--- config.mk ---
export PLATFORM = sky130hd
export DESIGN_NAME = chan_merge
export DESIGN_NICKNAME = d
export VERILOG_FILES = /design/src/rtl/chan_merge.sv
export SDC_FILE = /design/constraint.sdc
export NUM_CORES = 1
export LEC_CHECK = 0
export CORE_MARGIN = 2
export CORE_UTILIZATION = 55
export CTS_CLUSTER_DIAMETER = 200
export DETAILED_ROUTE_END_ITERATION = 16
export HOLD_SLACK_MARGIN = 0.02
export PLACE_DENSITY_LB_ADDON = 0.15
export SLEW_MARGIN = 20
export SYNTH_ARGS = -nofsm -noshare
export SYNTH_HDL_FRONTEND = slang
export SYNTH_SLANG_ARGS = --single-unit
--- constraint.sdc ---
create_clock -name clk_i -period 3.6 [get_ports clk_i]
set_input_delay 0.36 -clock clk_i [delete_from_list [all_inputs] [get_ports clk_i]]
set_output_delay 0.36 -clock clk_i [all_outputs]
set_load 0.1 [all_outputs]
--- src/rtl/chan_merge.sv ---
// chan_merge: re-serialises paired channel-A/channel-B samples into a single
// interleaved stream A0,B0,A1,B1,... through a small pair FIFO.
// Optional build macro CHAN_MERGE_TAG_EN adds a registered chan_o output
// (0 = data_o carries an A sample, 1 = a B sample).
//
// Handshake: a pair is written when valid_i && ready_o; a sample leaves when
// valid_o && ready_i. data_o/valid_o are held stable while valid_o && !ready_i.
// ready_o depends on registered FIFO state only, never on ready_i.
module chan_merge #(
    parameter int DW         = 12,
    parameter int FIFO_DEPTH = 4
) (
    input  logic          clk_i,
    input  logic          rst_n,
    input  logic [DW-1:0] data_a_i,
    input  logic [DW-1:0] data_b_i,
    input  logic          valid_i,
    output logic          ready_o,
    output logic [DW-1:0] data_o,
    output logic          valid_o,
    input  logic          ready_i,
    output logic          overflow_o,
`ifdef CHAN_MERGE_TAG_EN
    output logic          chan_o,
`endif
    output logic          dbg_phase
);

    localparam int AW = $clog2(FIFO_DEPTH);

    typedef enum logic {
        PH_A = 1'b0,
        PH_B = 1'b1
    } phase_t;

    phase_t          phase;
    phase_t          phase_nxt;

    logic [DW-1:0]   mem_a [FIFO_DEPTH];
    logic [DW-1:0]   mem_b [FIFO_DEPTH];
    logic [AW:0]     wr_ptr;
    logic [AW:0]     rd_ptr;
    logic            full;
    logic            empty;
    logic            wr_en;
    logic            load;
    logic            pop;
    logic [DW-1:0]   head_a;
    logic [DW-1:0]   head_b;

    // Pointer-based full/empty: an extra MSB distinguishes full from empty.
    assign full    = (wr_ptr[AW] != rd_ptr[AW]) && (wr_ptr[AW-1:0] == rd_ptr[AW-1:0]);
    assign empty   = (wr_ptr == rd_ptr);
    assign ready_o = !full;
    assign wr_en   = valid_i && !full;
    assign head_a  = mem_a[rd_ptr[AW-1:0]];
    assign head_b  = mem_b[rd_ptr[AW-1:0]];

    // Output register may take a new word when it is empty or being consumed.
    assign load      = (!valid_o || ready_i) && !empty;
    assign dbg_phase = phase;

    // Pair storage; contents need no reset because pointers gate visibility.
    always_ff @(posedge clk_i) begin
        if (wr_en) begin
            mem_a[wr_ptr[AW-1:0]] <= data_a_i;
            mem_b[wr_ptr[AW-1:0]] <= data_b_i;
        end
    end

    // Write and read pointers; both may advance in the same cycle.
    always_ff @(posedge clk_i or negedge rst_n) begin
        if (!rst_n) begin
            wr_ptr <= '0;
            rd_ptr <= '0;
        end else begin
            if (wr_en) wr_ptr <= wr_ptr + (AW+1)'(1);
            if (pop)   rd_ptr <= rd_ptr + (AW+1)'(1);
        end
    end

    // Phase state register (which half of the head pair goes out next).
    always_ff @(posedge clk_i or negedge rst_n) begin
        if (!rst_n) phase <= PH_A;
        else        phase <= phase_nxt;
    end

    // Phase next-state: A leaves the entry in place, B releases it.
    always_comb begin
        phase_nxt = phase;
        pop       = 1'b0;
        case (phase)
            PH_A: if (load) phase_nxt = PH_B;
            PH_B: begin
                if (load) begin
                    phase_nxt = PH_A;
                    pop       = 1'b1;
                end
            end
            default: phase_nxt = PH_A;
        endcase
    end

    // Registered output word; drops valid once consumed with nothing to refill.
    always_ff @(posedge clk_i or negedge rst_n) begin
        if (!rst_n) begin
            data_o  <= '0;
            valid_o <= 1'b0;
        end else if (load) begin
            data_o  <= (phase == PH_A) ? head_a : head_b;
            valid_o <= 1'b1;
        end else if (ready_i) begin
            valid_o <= 1'b0;
        end
    end

`ifdef CHAN_MERGE_TAG_EN
    // Channel tag follows data_o: 0 for A, 1 for B.
    always_ff @(posedge clk_i or negedge rst_n) begin
        if (!rst_n)    chan_o <= 1'b0;
        else if (load) chan_o <= (phase == PH_B);
    end
`endif

    // Sticky overflow: a pair offered while full is dropped and flagged.
    always_ff @(posedge clk_i or negedge rst_n) begin
        if (!rst_n)                overflow_o <= 1'b0;
        else if (valid_i && full)  overflow_o <= 1'b1;
    end

endmodule

* Word-level counts from Yosys, hierarchy flattened *
Memory sizes are Yosys's and may differ from the RTL's.
Index checks and enable logic that the tools add are counted.

storage, ports and cells
  bits of input ports = 28
  word-level logic and storage cells = 32
  memories = 2
  register bits after elaboration = 21
  RAM bits = 96

memories
  name   depth  bits a word  rd ports  clocked after Yosys merged registers in  wr ports  RTL line  RTL
  mem_a  4      12           1         0                                        1         39        logic [DW-1:0] mem_a [FIFO_DEPTH];
  mem_b  4      12           1         0                                        1         40        logic [DW-1:0] mem_b [FIFO_DEPTH];

cells by class
  $add $sub $neg = 2
  bitwise logic cells = 1
  mux-type cells = 9
  reductions and logical operators = 9
  equality and inequality tests = 3

operators with widths
  kind                   count
  $mux W12               1
  $mux W1                7
  $add A3 B1 Y3 const B  2
  $logic_and A1 B1 Y1    4
  $eq A3 B3 Y1           1
  $logic_not A1 Y1       3
  $eq A2 B2 Y1           1
  $pmux W1 S2            1
  $reduce_bool A2 Y1     1
  $logic_or A1 B1 Y1     1
  $ne A1 B1 Y1           1
  $not A1 Y1             1

* Longest topological paths before layout *
Gate-level depths: netlist of the first run.

  word-level depth = 6
  gate-level depth with buffers = 7
  depth with buffers taken out = 5

* Worst setup path after synthesis of the first run *
Ideal clock, no wire load.

  kind = register to register
  start = reg rd_ptr[1]
  end = mem mem_a[3][0], enable pin
  setup time = 423 ps
  period minus slack after synthesis = 2589 ps
  data arrival time = 2166 ps
  required time = 3177 ps
  slack = 1011 ps
  stages on the path, launching flop included = 4
  path buffers = 1
  path through = dfrtp_1 -> buf_2 -> xnor2_1 -> a31oi_1

on the way
  word-level cells in the longest chain between the ends = 6

ends and longest elaborated chain
  what                           RTL line  RTL
  start, declared                42        logic [AW:0] rd_ptr;
  start signal, assigned         78        if (pop) rd_ptr <= rd_ptr + (AW+1)'(1);
  $eq A2 B2 Y1                   52        assign full = (wr_ptr[AW] != rd_ptr[AW]) && (wr_ptr[AW-1:0] == rd_ptr[AW-1:0]);
  $logic_and A1 B1 Y1            52
  $logic_not A1 Y1               55        assign wr_en = valid_i && !full;
  $logic_and A1 B1 Y1            55
  $mux W1                        65        if (wr_en) begin
  $mux W1 (not written as such)  66        mem_a[wr_ptr[AW-1:0]] <= data_a_i;
  end, declared                  39

No other way between the ends.

* Worst setup path after layout of the first run *
  start = reg phase (netlist: dbg_phase)
  end = out dbg_phase

RTL lines
  what                    RTL line  RTL
  start, declared         36        phase_t phase;
  start signal, assigned  85        else phase <= phase_nxt;
  end, declared           26        output logic dbg_phase

No word-level cell between the ends.

==> qor.yml, run 1 <==
outcome: "finished clean"
clk_latency_ps: 500
holdBufCountCts: 0
num_io_pins: 44
maxSlewHeadroom: 0.347
path_cells: "buf_4 -> clkdlybuf4s50_1"
overflow: 0
cts.repair.resized: 0
fp.dieW_um: 96.0
final_common_cell: "edfxtp_1"
clkSlewWorstSetupHoldPaths_ps: 60
grt_pass1_vias: 2280
placementRows: 33
postPlaceCellArea_sq_um: 5240
avgRoutedWirePerCell_um: 20.6
dieArea_sq_um: 9210
crit_family: "buffers and inverters"
crit_required_ps: 3240
yosys_warnings: 0
grt_pass1_wl_um: 12300
worstSetupPathType: "flip-flop to primary output"
cts_buffers: 17
drc: 0
fp.dieH_um: 96.0
grt_start_max_net_pins: 26
finClkSkew_ps: 11.2
syn-cell-area_sq_um: 4650
areaGrowthSynthToFinish_pct: 24.3
hold_slack_ps: 212
setup_viol: 0
tns_ps: 0
hold_violations: 0
worstPathBufferInverterCount: 2
antenna_cells: 0
worst_pin_slew_ps: 976
drive_above_1_share: 0.270
nets: 303
tritoncts: "built"
p_per_area_nw_per_um2: 1010
dr.pass1.iters: 4
clock_path_buffers: 2
core_sq_um: 8220
fin_crit_ps: 2620
synthesis.nets: 239
worstPathMaxFanout: 14
rsz0062_at_grt: "no"
yosysSeqAreaShare: 0.732
cp-start-kind: "flip-flop"
cap_violations: 0
vias: 2180
ys_seq_elements: 117
crit_slowest_cell: "clkdlybuf4s50_1"
root_buffer: "clkbuf_8"
yosysUniqueCellTypes: 24
p_leak_nw: 2.06
endpoint_kind: "primary output"
dp_slack_ps: 1240
setup_ws_ps: 980
portBuffers: 43
slew_viol_final: 0
antenna_found_initial: 0
final_cell_mix: "edfxtp_1 (96), clkdlybuf4s50_1 (42), dfrtp_1 (21)"
final_area_sq_um: 5780
gp_congestion: 0.734
grt_usage: 0.194
viasPerCell: 5.63
cts_setup_buffers: 0
critical_path_arrival_ps: 2260
drtIter0Drc: 114
routed_wl_um: 7980
fmax_mhz: 382
antenna_left: 0
synth_cells: 205
clock_sinks: 117
cp_slowest_stage_delay_ps: 1180
initial_core_util: 0.566
syn_avg_cell_area_sq_um: 22.7
ir_drop_mv: 0.447
fin_crit_sh: 0.728
ctsHtreeMaxLevel: 4
dpl.hpwl_um: 4850
hold_path.class: "primary input to asynchronous set/reset pin"
[sequential cells by signal, indices dropped and copies added (netlist names)]
name / cells
data_o: 12
valid_o: 1
mem_a: 48
rd_ptr: 3
overflow_o: 1
wr_ptr: 3
mem_b: 48
dbg_phase: 1
[metrics by stage]
stage               cells  utilization  power (mW)
floorplan             205            -        3.81
CTS                   387        0.704        5.89
global route          387        0.704        6.08
finish                387        0.704        5.82
global placement      355        0.637        4.32
detailed placement    355        0.637        4.36
[power by group]
group,switching (mW),internal (mW)
clock network,0.594,0.914
logic,1.38,0.894
registers,0.170,1.87
[synthesized netlist by cell type]
master / n / area share
buf_12: 2 / 0.0086
clkbuf_1: 2 / 0.0016
and2_1: 3 / 0.0040
nand3_1: 1 / 0.0011
o31a_1: 1 / 0.0019
nand2_1: 2 / 0.0016
buf_4: 1 / 0.0016
mux2_2: 20 / 0.048
edfxtp_1: 96 / 0.62
a41o_1: 1 / 0.0022
mux4_2: 6 / 0.029
mux2_4: 6 / 0.019
dfrtp_1: 21 / 0.11
a31oi_1: 2 / 0.0027
buf_2: 1 / 0.0011
ha_1: 6 / 0.016
inv_1: 2 / 0.0016
xor2_1: 5 / 0.0094
or4_1: 1 / 0.0016
nor2b_1: 1 / 0.0013
buf_6: 1 / 0.0024
xnor2_1: 5 / 0.0094
buf_1: 1 / 0.00081
mux4_1: 18 / 0.10
[per-layer routing]
layer	track usage	vias up	share of wire	wire length, um
li1	-	984	-	-
met1	0.242	1140	0.43	3460
met2	0.323	49	0.52	4170
met3	0.0525	7	0.035	276
met4	0.0821	0	0.0089	71
met5	0	-	0	0
[cell families after synthesis]
family / synth area share
simple gates: 0.00968
compound gates: 0.00672
xor+xnor: 0.0188
buf+inv: 0.0177
mux: 0.198
flops: 0.732
fa+ha+maj: 0.0161
[worst reg2reg max path: cells and delay by family, from the launching register on]
kind | cells | cell delay [ps]
DFF | 1 | 650
muxes | 3 | 1180
buffers and inverters | 1 | 430
[cell type report]
cell class,instances,area (sq um)
clock inverter,15,133
timing repair buffer,53,515
clock buffer,17,414
multi-input combinational,78,1170
inverter,2,7.51
fill,515,2430
sequential,117,3410
tap,105,131
[final timing paths]
kind	from	cells past startpoint	slack, ps	end
min reg2reg	overflow_o$_DFFE_PN0P_	1	480	overflow_o$_DFFE_PN0P_
max in group asynchronous	rst_n	2	3140	data_o[0]$_DFFE_PN0P_
max	dbg_phase$_DFF_PN0_	2	980	dbg_phase
min	rst_n	2	210	data_o[2]$_DFFE_PN0P_
min in group clk_i	overflow_o$_DFFE_PN0P_	1	480	overflow_o$_DFFE_PN0P_
max reg2reg	rd_ptr[0]$_DFFE_PN0P_	4	1220	data_o[4]$_DFFE_PN0P_
(Power assumes the default switching activity.)
==> run 2, diff against run 1 <==
==> constraint.sdc (replaced) <==
create_clock -name clk_i -period 2.48 [get_ports clk_i]
set_input_delay 0.248 -clock clk_i [delete_from_list [all_inputs] [get_ports clk_i]]
set_output_delay 0.248 -clock clk_i [all_outputs]
set_load 0.1 [all_outputs]
==> qor.yml, run 2 (synthesis results as in run 1) <==
overflow: 0  # unchanged
nets: 304  # +0.33%
avgRoutedWirePerCell_um: 20.4  # -0.86%
seq_area_sq_um: 3410  # unchanged
clock_path_buffers: 2  # unchanged
dieArea_sq_um: 9210  # unchanged
final_cell_mix: "edfxtp_1 (96), clkdlybuf4s50_1 (27), buf_4 (23)"
initial_core_util: 0.566  # unchanged
num_io_pins: 44  # unchanged
drc: 0  # unchanged
setup_viol: 0  # unchanged
critical_path_arrival_ps: 1920  # -340 ps
crit_family: "buffers and inverters"
gp_congestion: 0.714  # -2.7%
hold_violations: 0  # unchanged
worstSetupPathType: "flip-flop to primary output"
rsz0062_at_grt: "no"
postPlaceCellArea_sq_um: 5250  # +0.14%
vias: 2155  # -1.1%
placementRows: 33  # unchanged
ctsHtreeMaxLevel: 4  # unchanged
cts_setup_buffers: 0  # unchanged
ir_drop_mv: 0.716  # +60%
fp.dieH_um: 96.0  # unchanged
cts.repair.resized: 0  # unchanged
core_sq_um: 8220  # unchanged
fin_crit_ps: 2170
tns_ps: 0  # unchanged
crit_required_ps: 2230  # -1010 ps
cp_slowest_stage_delay_ps: 410  # -770 ps
final_area_sq_um: 5810  # +0.48%
fp.dieW_um: 96.0  # unchanged
root_buffer: "clkbuf_8"
antenna_cells: 0  # unchanged
fillers: 494  # -4.1%
holdBufCountCts: 0  # unchanged
grt_start_max_net_pins: 26  # unchanged
endpoint_kind: "primary output"
grt_usage: 0.198  # +0.00327
setup_ws_ps: 310  # -670 ps
fmax_mhz: 461
worstPathMaxFanout: 18  # +4
multiInputGateArea_sq_um: 1170  # unchanged
tritoncts: "built"
dr.pass1.iters: 4  # unchanged
drtIter0Drc: 106  # -7.0%
drive_above_1_share: 0.311  # +0.0415
maxSlewHeadroom: 0.505  # +0.158
grt_pass1_wl_um: 12500  # +1.8%
clkSlewWorstSetupHoldPaths_ps: 50  # about the same
finClkSkew_ps: 11.0  # -0.183 ps
worstPathBufferInverterCount: 2  # unchanged
p_per_area_nw_per_um2: 1480  # +47%
clock_sinks: 117  # unchanged
dpl.hpwl_um: 4820  # -0.66%
cp-start-kind: "flip-flop"
portBuffers: 43  # unchanged
areaGrowthSynthToFinish_pct: 24.9
cts_buffers: 17  # unchanged
clk_latency_ps: 500  # about the same
utilization: 0.707  # +0.00335
crit_slowest_cell: "xnor2_1"
outcome: "finished clean"
cap_violations: 0  # unchanged
routed_wl_um: 7930  # -0.60%
fin_crit_sh: 0.875
worst_pin_slew_ps: 742  # -234 ps
slew_viol_final: 0  # unchanged
grt_pass1_vias: 2301  # +0.92%
p_leak_nw: 2.11  # +2.4%
ff2ff_setup_slack_ps: 550  # -670 ps
final_common_cell: "edfxtp_1"
path_cells: "buf_4 -> xnor2_1 -> nand3_1 -> buf_12"
antenna_found_initial: 0  # unchanged
viasPerCell: 5.55  # -1.4%
dp_slack_ps: 516  # -728 ps
hold_path.class: "primary input to asynchronous set/reset pin"
antenna_left: 0  # unchanged
-- run 2: cell count changes in the layout (fill, tap and decap cells not counted), moves of 3 or more --
cell and change:
clkdlybuf4s50_1 -15, buf_4 +13, clkbuf_1 +4, clkinvlp_4 -4, buf_12 +3, inv_6 -3
-- run 2: area by class of cell --
class / instances / area share
clock buffer: 21 / 0.0738
sequential: 117 / 0.586
inverter: 2 / 0.00129
multi-input combinational: 78 / 0.202
clock inverter: 11 / 0.0237
timing repair buffer: 54 / 0.0900
tap: 105 / 0.0226
-- run 2: final timing paths --
kind | end | depth (start not counted) | from
min in group clk_i | mem_a[0][9]$_DFFE_PP_ | 1 | data_a_i[9]
max in group asynchronous | data_o[8]$_DFFE_PN0P_ | 2 | rst_n
worst min register to register | overflow_o$_DFFE_PN0P_ | 1 | overflow_o$_DFFE_PN0P_
worst max-delay path | ready_o | 4 | rd_ptr[0]$_DFFE_PN0P_
worst min-delay path | data_o[9]$_DFFE_PN0P_ | 2 | rst_n
worst max register to register | data_o[4]$_DFFE_PN0P_ | 4 | rd_ptr[0]$_DFFE_PN0P_
-- run 2: where the power goes --
group | switching [mW] | total (mW) | internal (mW) | leakage (nW)
Combinational | 1.96 | 3.29 | 1.33 | 0.720
Clock | 0.779 | 2.29 | 1.52 | 0.273
Sequential | 0.291 | 3.01 | 2.72 | 1.12
Total | 3.03 | 8.59 | 5.56 | 2.11
-- run 2: per-stage QoR --
step | power (mW) | cells | hold WS, ps
6_report | 8.59 | 388 | 112
5_1_grt | 9.00 | 388 | 134
4_1_cts | 8.71 | 388 | 100
3_5_place_dp | 6.38 | 356 | 486
3_3_place_gp | 6.30 | 356 | 469
2_1_floorplan | 5.53 | 205 | -47.6
-- run 2: metal layers --
| layer | wire length (um) | GRT usage | part of all wire |
|---|---|---|---|
| met1 | 3470 | 0.244 | 0.44 |
| met2 | 4100 | 0.333 | 0.52 |
| met3 | 310 | 0.0681 | 0.039 |
| met4 | 44 | 0.0571 | 0.0055 |
| met5 | 0 | 0 | 0 |
-- run 2: worst register-to-register path, cell delays in order (launching register included) --
cell	delay, ps
dfrtp_1	340
buf_4	300
mux4_1	610
mux2_2	280
mux2_2	270
